--- src/rtl/aud_capture.sv ---
// I2S-style capture: one 16-bit sample per LRC frame from the CAP_LRC channel, with SRAM write address.
// Optional `AUD_CAPTURE_PEAK_EN adds o_peak, the largest stored magnitude since the last fresh start.
module aud_capture #(
    parameter int unsigned       ADDR_W   = 20,
    parameter logic [ADDR_W-1:0] MAX_ADDR = '1,
    parameter logic              CAP_LRC  = 1'b0
) (
    input  logic              i_clk,
    input  logic              i_rst,
    input  logic              i_start,
    input  logic              i_pause,
    input  logic              i_stop,
    input  logic              i_lrc,
    input  logic              i_adcdat,
    output logic [15:0]       o_data,
    output logic [ADDR_W-1:0] o_addr,
    output logic              o_valid,
    output logic [ADDR_W-1:0] o_len,
    output logic              o_busy,
`ifdef AUD_CAPTURE_PEAK_EN
    output logic [15:0]       o_peak,
`endif
    output logic              o_full
);

    typedef enum logic [2:0] {
        S_IDLE,
        S_WAIT,
        S_SHIFT,
        S_STORE,
        S_PAUSED
    } state_t;

    state_t              state_q, state_d;
    logic                lrc_q;
    logic [3:0]          cnt_q, cnt_d;
    logic [15:0]         sh_q, sh_d;
    logic [15:0]         data_q, data_d;
    logic [ADDR_W-1:0]   addr_q, addr_d;
    logic [ADDR_W-1:0]   len_q, len_d;
    logic                full_q, full_d;
    logic                pend_q, pend_d;
    logic                lrc_edge;
`ifdef AUD_CAPTURE_PEAK_EN
    logic [15:0]         peak_q, peak_d;
    logic [15:0]         mag;
`endif

    assign lrc_edge = (i_lrc == CAP_LRC) && (lrc_q != CAP_LRC);

    always_comb begin
        state_d = state_q;
        cnt_d   = cnt_q;
        sh_d    = sh_q;
        data_d  = data_q;
        addr_d  = addr_q;
        len_d   = len_q;
        full_d  = full_q;
        pend_d  = pend_q;
`ifdef AUD_CAPTURE_PEAK_EN
        peak_d  = peak_q;
        if (data_q == 16'h8000)
            mag = 16'h7FFF;
        else if (data_q[15])
            mag = ~data_q + 16'd1;
        else
            mag = data_q;
`endif
        unique case (state_q)
            S_IDLE: begin
                if (i_start) begin
                    len_d   = '0;
                    full_d  = 1'b0;
                    sh_d    = '0;
`ifdef AUD_CAPTURE_PEAK_EN
                    peak_d  = '0;
`endif
                    state_d = S_WAIT;
                end
            end
            S_WAIT: begin
                if (i_pause) begin
                    state_d = S_PAUSED;
                end else if (lrc_edge) begin
                    cnt_d   = '0;
                    state_d = S_SHIFT;
                end
            end
            S_SHIFT: begin
                sh_d  = {sh_q[14:0], i_adcdat};
                cnt_d = cnt_q + 4'd1;
                if (i_pause) pend_d = 1'b1;
                // Output word and address are latched with the LSB so they hold until the next store.
                if (cnt_q == 4'd15) begin
                    data_d  = {sh_q[14:0], i_adcdat};
                    addr_d  = len_q;
                    state_d = S_STORE;
                end
            end
            S_STORE: begin
                len_d  = len_q + ADDR_W'(1);
                pend_d = 1'b0;
`ifdef AUD_CAPTURE_PEAK_EN
                if (mag > peak_q) peak_d = mag;
`endif
                if (addr_q == MAX_ADDR) begin
                    full_d  = 1'b1;
                    state_d = S_IDLE;
                end else if (pend_q || i_pause) begin
                    state_d = S_PAUSED;
                end else begin
                    state_d = S_WAIT;
                end
            end
            S_PAUSED: begin
                if (i_start) state_d = S_WAIT;
            end
            default: state_d = S_IDLE;
        endcase
        // Stop overrides everything; a word completing in the same cycle is dropped unseen.
        if (i_stop) begin
            state_d = S_IDLE;
            pend_d  = 1'b0;
            data_d  = data_q;
            addr_d  = addr_q;
        end
    end

    always_ff @(posedge i_clk or posedge i_rst) begin
        if (i_rst) begin
            state_q <= S_IDLE;
            lrc_q   <= ~CAP_LRC;
            cnt_q   <= '0;
            sh_q    <= '0;
            data_q  <= '0;
            addr_q  <= '0;
            len_q   <= '0;
            full_q  <= 1'b0;
            pend_q  <= 1'b0;
`ifdef AUD_CAPTURE_PEAK_EN
            peak_q  <= '0;
`endif
        end else begin
            state_q <= state_d;
            lrc_q   <= i_lrc;
            cnt_q   <= cnt_d;
            sh_q    <= sh_d;
            data_q  <= data_d;
            addr_q  <= addr_d;
            len_q   <= len_d;
            full_q  <= full_d;
            pend_q  <= pend_d;
`ifdef AUD_CAPTURE_PEAK_EN
            peak_q  <= peak_d;
`endif
        end
    end

    assign o_data  = data_q;
    assign o_addr  = addr_q;
    assign o_valid = (state_q == S_STORE);
    assign o_len   = len_q;
    assign o_busy  = (state_q != S_IDLE);
    assign o_full  = full_q;
`ifdef AUD_CAPTURE_PEAK_EN
    assign o_peak  = peak_q;
`endif

endmodule

--- config.mk ---
export PLATFORM = sky130hd
export DESIGN_NAME = aud_capture
export DESIGN_NICKNAME = d
export VERILOG_FILES = /design/src/rtl/aud_capture.sv
export SDC_FILE = /design/constraint.sdc
export NUM_CORES = 1
export LEC_CHECK = 0
export BUFFER_PORTS_ARGS = -buffer_cell sky130_fd_sc_hd__clkbuf_2
export CORE_MARGIN = 4
export CORE_UTILIZATION = 50
export DETAILED_ROUTE_END_ITERATION = 8
export GPL_TIMING_DRIVEN = 0
export PLACE_DENSITY = 0.74
export SLEW_MARGIN = 20
export SYNTH_ARGS = -nofsm -noshare
export SYNTH_HDL_FRONTEND = slang
export SYNTH_SLANG_ARGS = --single-unit
--- constraint.sdc ---
create_clock -name i_clk -period 2.74 [get_ports i_clk]
set_input_delay 0.137 -clock i_clk [delete_from_list [all_inputs] [get_ports i_clk]]
set_output_delay 0.137 -clock i_clk [all_outputs]
set_load 0.05 [all_outputs]
======== After elaboration in Yosys (flattened, before gate mapping) ========
Index checks and enable logic that the tools add are counted.
storage, ports and cells
  register bits ........................... 81
  output and inout bits ................... 59
  word-level logic and storage cells ...... 64
cells by class
  $add $sub $neg .......................... 2
  eq/ne operators ......................... 14
  muxes and demuxes ....................... 21
  bitwise logic cells ..................... 2
  reductions and logical operators ........ 16
operators with widths
  cell                                                 count
  one-hot mux 20 bit (2 select lines)                  1
  one-hot mux 15 bit (2 select lines)                  1
  2-to-1 mux 3 bit                                     7
  adder 20 x 1 -> 20 bit, second input constant        1
  equality test 20 bit, second input constant          1
  2-to-1 mux 20 bit                                    1
  2-to-1 mux 15 bit                                    1
  one-hot mux 3 bit (4 select lines)                   1
  AND reduction 3 bit                                  4
  2-to-1 mux 4 bit                                     2
  one-hot mux 4 bit (2 select lines)                   1
  equality test 3 x 2 -> 1 bit, second input constant  2
  != test 2 bit, second input constant                 3
  != test 3 bit, second input constant                 2
  AND reduction 2 bit                                  3
  nonzero test 2 bit                                   3
  nonzero test 3 bit                                   2
  adder 4 x 1 -> 4 bit, second input constant          1
  equality test 4 bit, second input constant           1
  2-to-1 mux 1 bit                                     4
  != test 4 bit, second input constant                 1
  one-hot mux 1 bit (2 select lines)                   2
  equality test 3 x 1 -> 1 bit, second input constant  1
  equality test 3 bit, second input constant           1
  7 further kinds                                      8

======== Logic depth before layout (Yosys ltp) ========
  depth after elaboration ................. 6
  gate-level depth with buffers ........... 7

======== Worst setup path after synthesis ========
No wires, ideal clock.
  kind .................................... register to register
  start ................................... register len_q[0], in the netlist o_len[0]
  end ..................................... register len_q[12], in the netlist o_len[12]
  library setup time ...................... 0.150 ns
  data arrival time ....................... 1.613 ns
  data required time ...................... 2.590 ns
  path slack .............................. 0.977 ns
  cell stages (with the launch flop) ...... 6
  buffers on the path ..................... 0
  cells stage by stage .................... dfrtp_1 ha_1 and3_1 and3_4 nand4_1 mux2i_1
on the way
  longest elaborated chain between the ends .. 2
RTL lines
  element                              RTL line  RTL
  start: declaration                   40        logic [ADDR_W-1:0] len_q, len_d;
  start signal: assignment             150       len_q <= len_d;
  adder 20 x 1 -> 20 bit               101       len_d = len_q + ADDR_W'(1);
  one-hot mux 20 bit (2 select lines)  69        unique case (state_q)
No other way between the ends.
A chain may end at the register's enable or synchronous reset.

======== Worst setup path in the final report ========
  start ................................... register cnt_q[0]
  end ..................................... register data_q[15], in the netlist o_data[15]
on the way
  longest elaborated chain between the ends .. 2
RTL lines
  element                        RTL line  RTL
  start: declaration             36        logic [3:0] cnt_q, cnt_d;
  start signal: assignment       146       cnt_q <= cnt_d;
  equality test 4 bit            94        if (cnt_q == 4'd15) begin
  AND reduction 3 bit (no line)  n/a
  end signal: assignment         148       data_q <= data_d;
  end: declaration               38        logic [15:0] data_q, data_d;
No other way between the ends.

==> impl_metrics.tcl <==
set metrics [dict create \
    path_clk_slew_ns 0.08 \
    drv_cap 0 \
    slowest_stage "dfrtp_1" \
    maxSlewHeadroom_pct 69.1 \
    combPwrFrac_pct 18.5 \
    fin_skew_ns 0.0133 \
    synth_area_leaders "dfrtp_1, mux2_4, mux2_2" \
    fin_cells 495 \
    drc_errors 0 \
    vias 2635 \
    async_flop_share_pct 100 \
    synth-edff-count 0 \
    areaGrowthSynthToFinish_pct 19.3 \
    fmax_mhz 572 \
    crit_fanout 10 \
    hpwl_um 5490 \
    min_path_type "in2reg" \
    synth_commonest_cells "dfrtp_1, nand2_1, o21ai_0" \
    route.top_layer_used "met4" \
    sw_frac_of_total_pct 31.6 \
    cpPeakStageDelay_ns 0.42 \
    rows 30 \
    n_antenna_cell 0 \
    synth_cell_type_count 43 \
    worst_slew_pin_slew_ns 0.463 \
    dr_wl_met3_um 439 \
    fin_crit_sh_pct 63.8 \
    cp_cell_sequence "ha_1 > and3_1 > nand3_2 > buf_6 > buf_6 > mux2_4" \
    cts-htree-levels 3 \
    synth_seq_cells 81 \
    leakage_nw 2.20 \
    wl_met2_um 3610 \
    rsz0062_at_grt "false" \
    fillers 580 \
    synth_area_per_cell_um2 11.5 \
    drt-total-wl_um 7630 \
    cts_resized 0 \
    vdd_drop_max_v 0.000392 \
    yosysTopAreaCellShare_pct 55.4 \
    yosys_most_used_dff "dfrtp_1" \
    numCtsBuffers 9 \
    power_frac_clock_pct 31.0 \
    ios 66 \
    clk_path_buf_depth 2 \
    end_kind "flip-flop" \
    synth.most_common_cell "dfrtp_1" \
    drt_iter0_drc 155 \
    syn_inst 313 \
    critical_path_class "reg2reg" \
    fin_nets 403 \
    finalSetupViolCount 0 \
    syn-num-nets 322 \
    report.final.hold_viol_count 0 \
    cpMostUsedCell "buf_6" \
    synth_top_area_cell "dfrtp_1" \
    dp.cells 475 \
    grt-ovfl-total 0 \
    grt_max_degree 47 \
    track_usage_pct 18.8 \
    cts.sinks 81 \
    whs_ns 0.0499 \
    drtAntennaViolNets 0 \
    die-area_um2 8650 \
    die_y_um 93.0 \
    seq_power_share_pct 50.5 \
    first_global_vias 2585 \
    drt-pass1-iter-count 4 \
    startpoint_type "flip-flop" \
    wl_met1_um 3460 \
    layout-drive-gt1-share_pct 35.8 \
    p_int_mw 1.76 \
    insertion_delay_ns 0.36 \
    grt_pass1_wl_um 12800 \
    routabilityCongestion 0.790 \
    status "finished clean" \
    cts_tree "built" \
    vias_per_cell 5.32 \
    worstPathRequired_ns 2.98 \
    ys_warn_count 0 \
    cts_hold_buf 4 \
    wl_per_cell_um 15.4 \
    min_period_ns 1.75 \
    die_w_um 93.0 \
    yosysSeqAreaShare_pct 56.1 \
    power_density_nw_per_um2 598 \
    worst_ep_arrival_time_ns 1.98 \
    initial_core_util_pct 52.3 \
    syn_area_um2 3610 \
    grt_antenna_before_repair 0 \
    io_buffers 65 \
    coreArea_um2 6910 \
    drv_slew 0 \
    post-cts-setup-buffers 0 \
    p_sw_mw 0.813 \
    cts_root_buf "clkbuf_8" \
]
-- power groups by stage --
stage	clock network [mW]	logic, mW	registers [mW]
global route	0.871	0.529	1.31
detailed placement	0	0.475	1.32
floorplan	0	0.346	1.33
global placement	0	0.457	1.32
CTS	0.811	0.479	1.30
finish	0.799	0.477	1.30
-- worst max-delay path, delay by kind of cell (launching register included) --
kind	cells	cell delay [ns]
AND/OR/NAND/NOR	2	0.30
multiplexers	1	0.31
adder cells (fa/ha/maj)	1	0.24
buffers and inverters	2	0.36
flip-flops	1	0.42
-- state kept, by name (all words and copies together) (netlist names) --
register,count
o_addr,20
lrc_q,1
o_full,1
sh_q,15
state_q,3
cnt_q,4
o_data,16
o_len,20
pend_q,1
-- stage by stage --
stage	setup WS, ns	setup TNS, ns	power (mW)	area [um2]	util, %
floorplan	0.525	0	1.67	3610	-
global placement	-0.367	-29.05	1.78	4060	58.8
detailed placement	1.00	0	1.79	4090	59.2
CTS	0.976	0	2.59	4310	62.4
global route	0.891	0	2.71	4310	62.4
finish	0.993	0	2.58	4310	62.4
-- cell families (layout without fill, tap and decap cells) --
| kind of cell | Yosys count | after routing | share of synthesized area, % |
|---|---|---|---|
| buf+inv | 20 | 106 | 3.50 |
| fa+ha+maj | 2 | 2 | 0.693 |
| mux | 42 | 42 | 14.6 |
| simple gates | 115 | 115 | 16.6 |
| flops | 81 | 81 | 56.1 |
| compound gates | 53 | 53 | 8.45 |
-- layer usage --
layer  track usage [%]  vias to the layer above
met5                 0                        -
li1                  -                     1271
met4              7.45                        0
met3              4.34                       11
met2              29.2                       69
met1              25.8                     1284
-- cell usage in the layout (no fill, tap or decap), types with 2 or more instances in the layout --
master,Yosys,routed
a21oi_1,7,7
a31oi_1,2,2
and3_1,2,2
buf_2,7,7
buf_6,5,5
clkbuf_1,1,2
clkbuf_2,0,65
clkbuf_8,0,10
clkinvlp_4,0,3
dfrtp_1,80,80
dlygate4sd3_1,0,4
ha_1,2,2
inv_1,6,5
inv_6,1,2
mux2_2,18,18
mux2_4,17,17
mux2i_1,7,7
nand2_1,54,54
nand3_1,14,14
nand3_2,2,2
nand4_1,9,9
nand4_2,2,2
nor2_1,13,13
nor3_1,4,4
nor3_2,2,2
o211ai_1,4,4
o21ai_0,29,29
o21ai_1,2,2
o31ai_1,5,5
-- worst paths after layout --
| kind | start | endpoint | slack, ns | cells past startpoint |
|---|---|---|---|---|
| worst max register to register | cnt_q[0] | o_data[15] | 0.99 | 6 |
| min in group asynchronous | i_rst | o_data[9] | 0.35 | 3 |
| worst max-delay path | cnt_q[0] | o_data[15] | 0.99 | 6 |
| worst min-delay path | i_start | o_full | 0.05 | 2 |
| worst min register to register | cnt_q[2] | cnt_q[2] | 0.51 | 1 |
| max in group asynchronous | i_rst | lrc_q | 1.73 | 4 |
-- layout make-up --
cell class                 instances  area, um2  area share (%)
buffer                            13       95.1            2.21
tap                               96        120            2.79
timing repair buffer              70        393            9.12
clock buffer                      11        141            3.28
sequential                        81       2030            47.1
clock inverter                     5       40.0           0.929
multi-input combinational        212       1460            33.8
inverter                           7       33.8           0.784
Power figures use the tool's default switching activity.
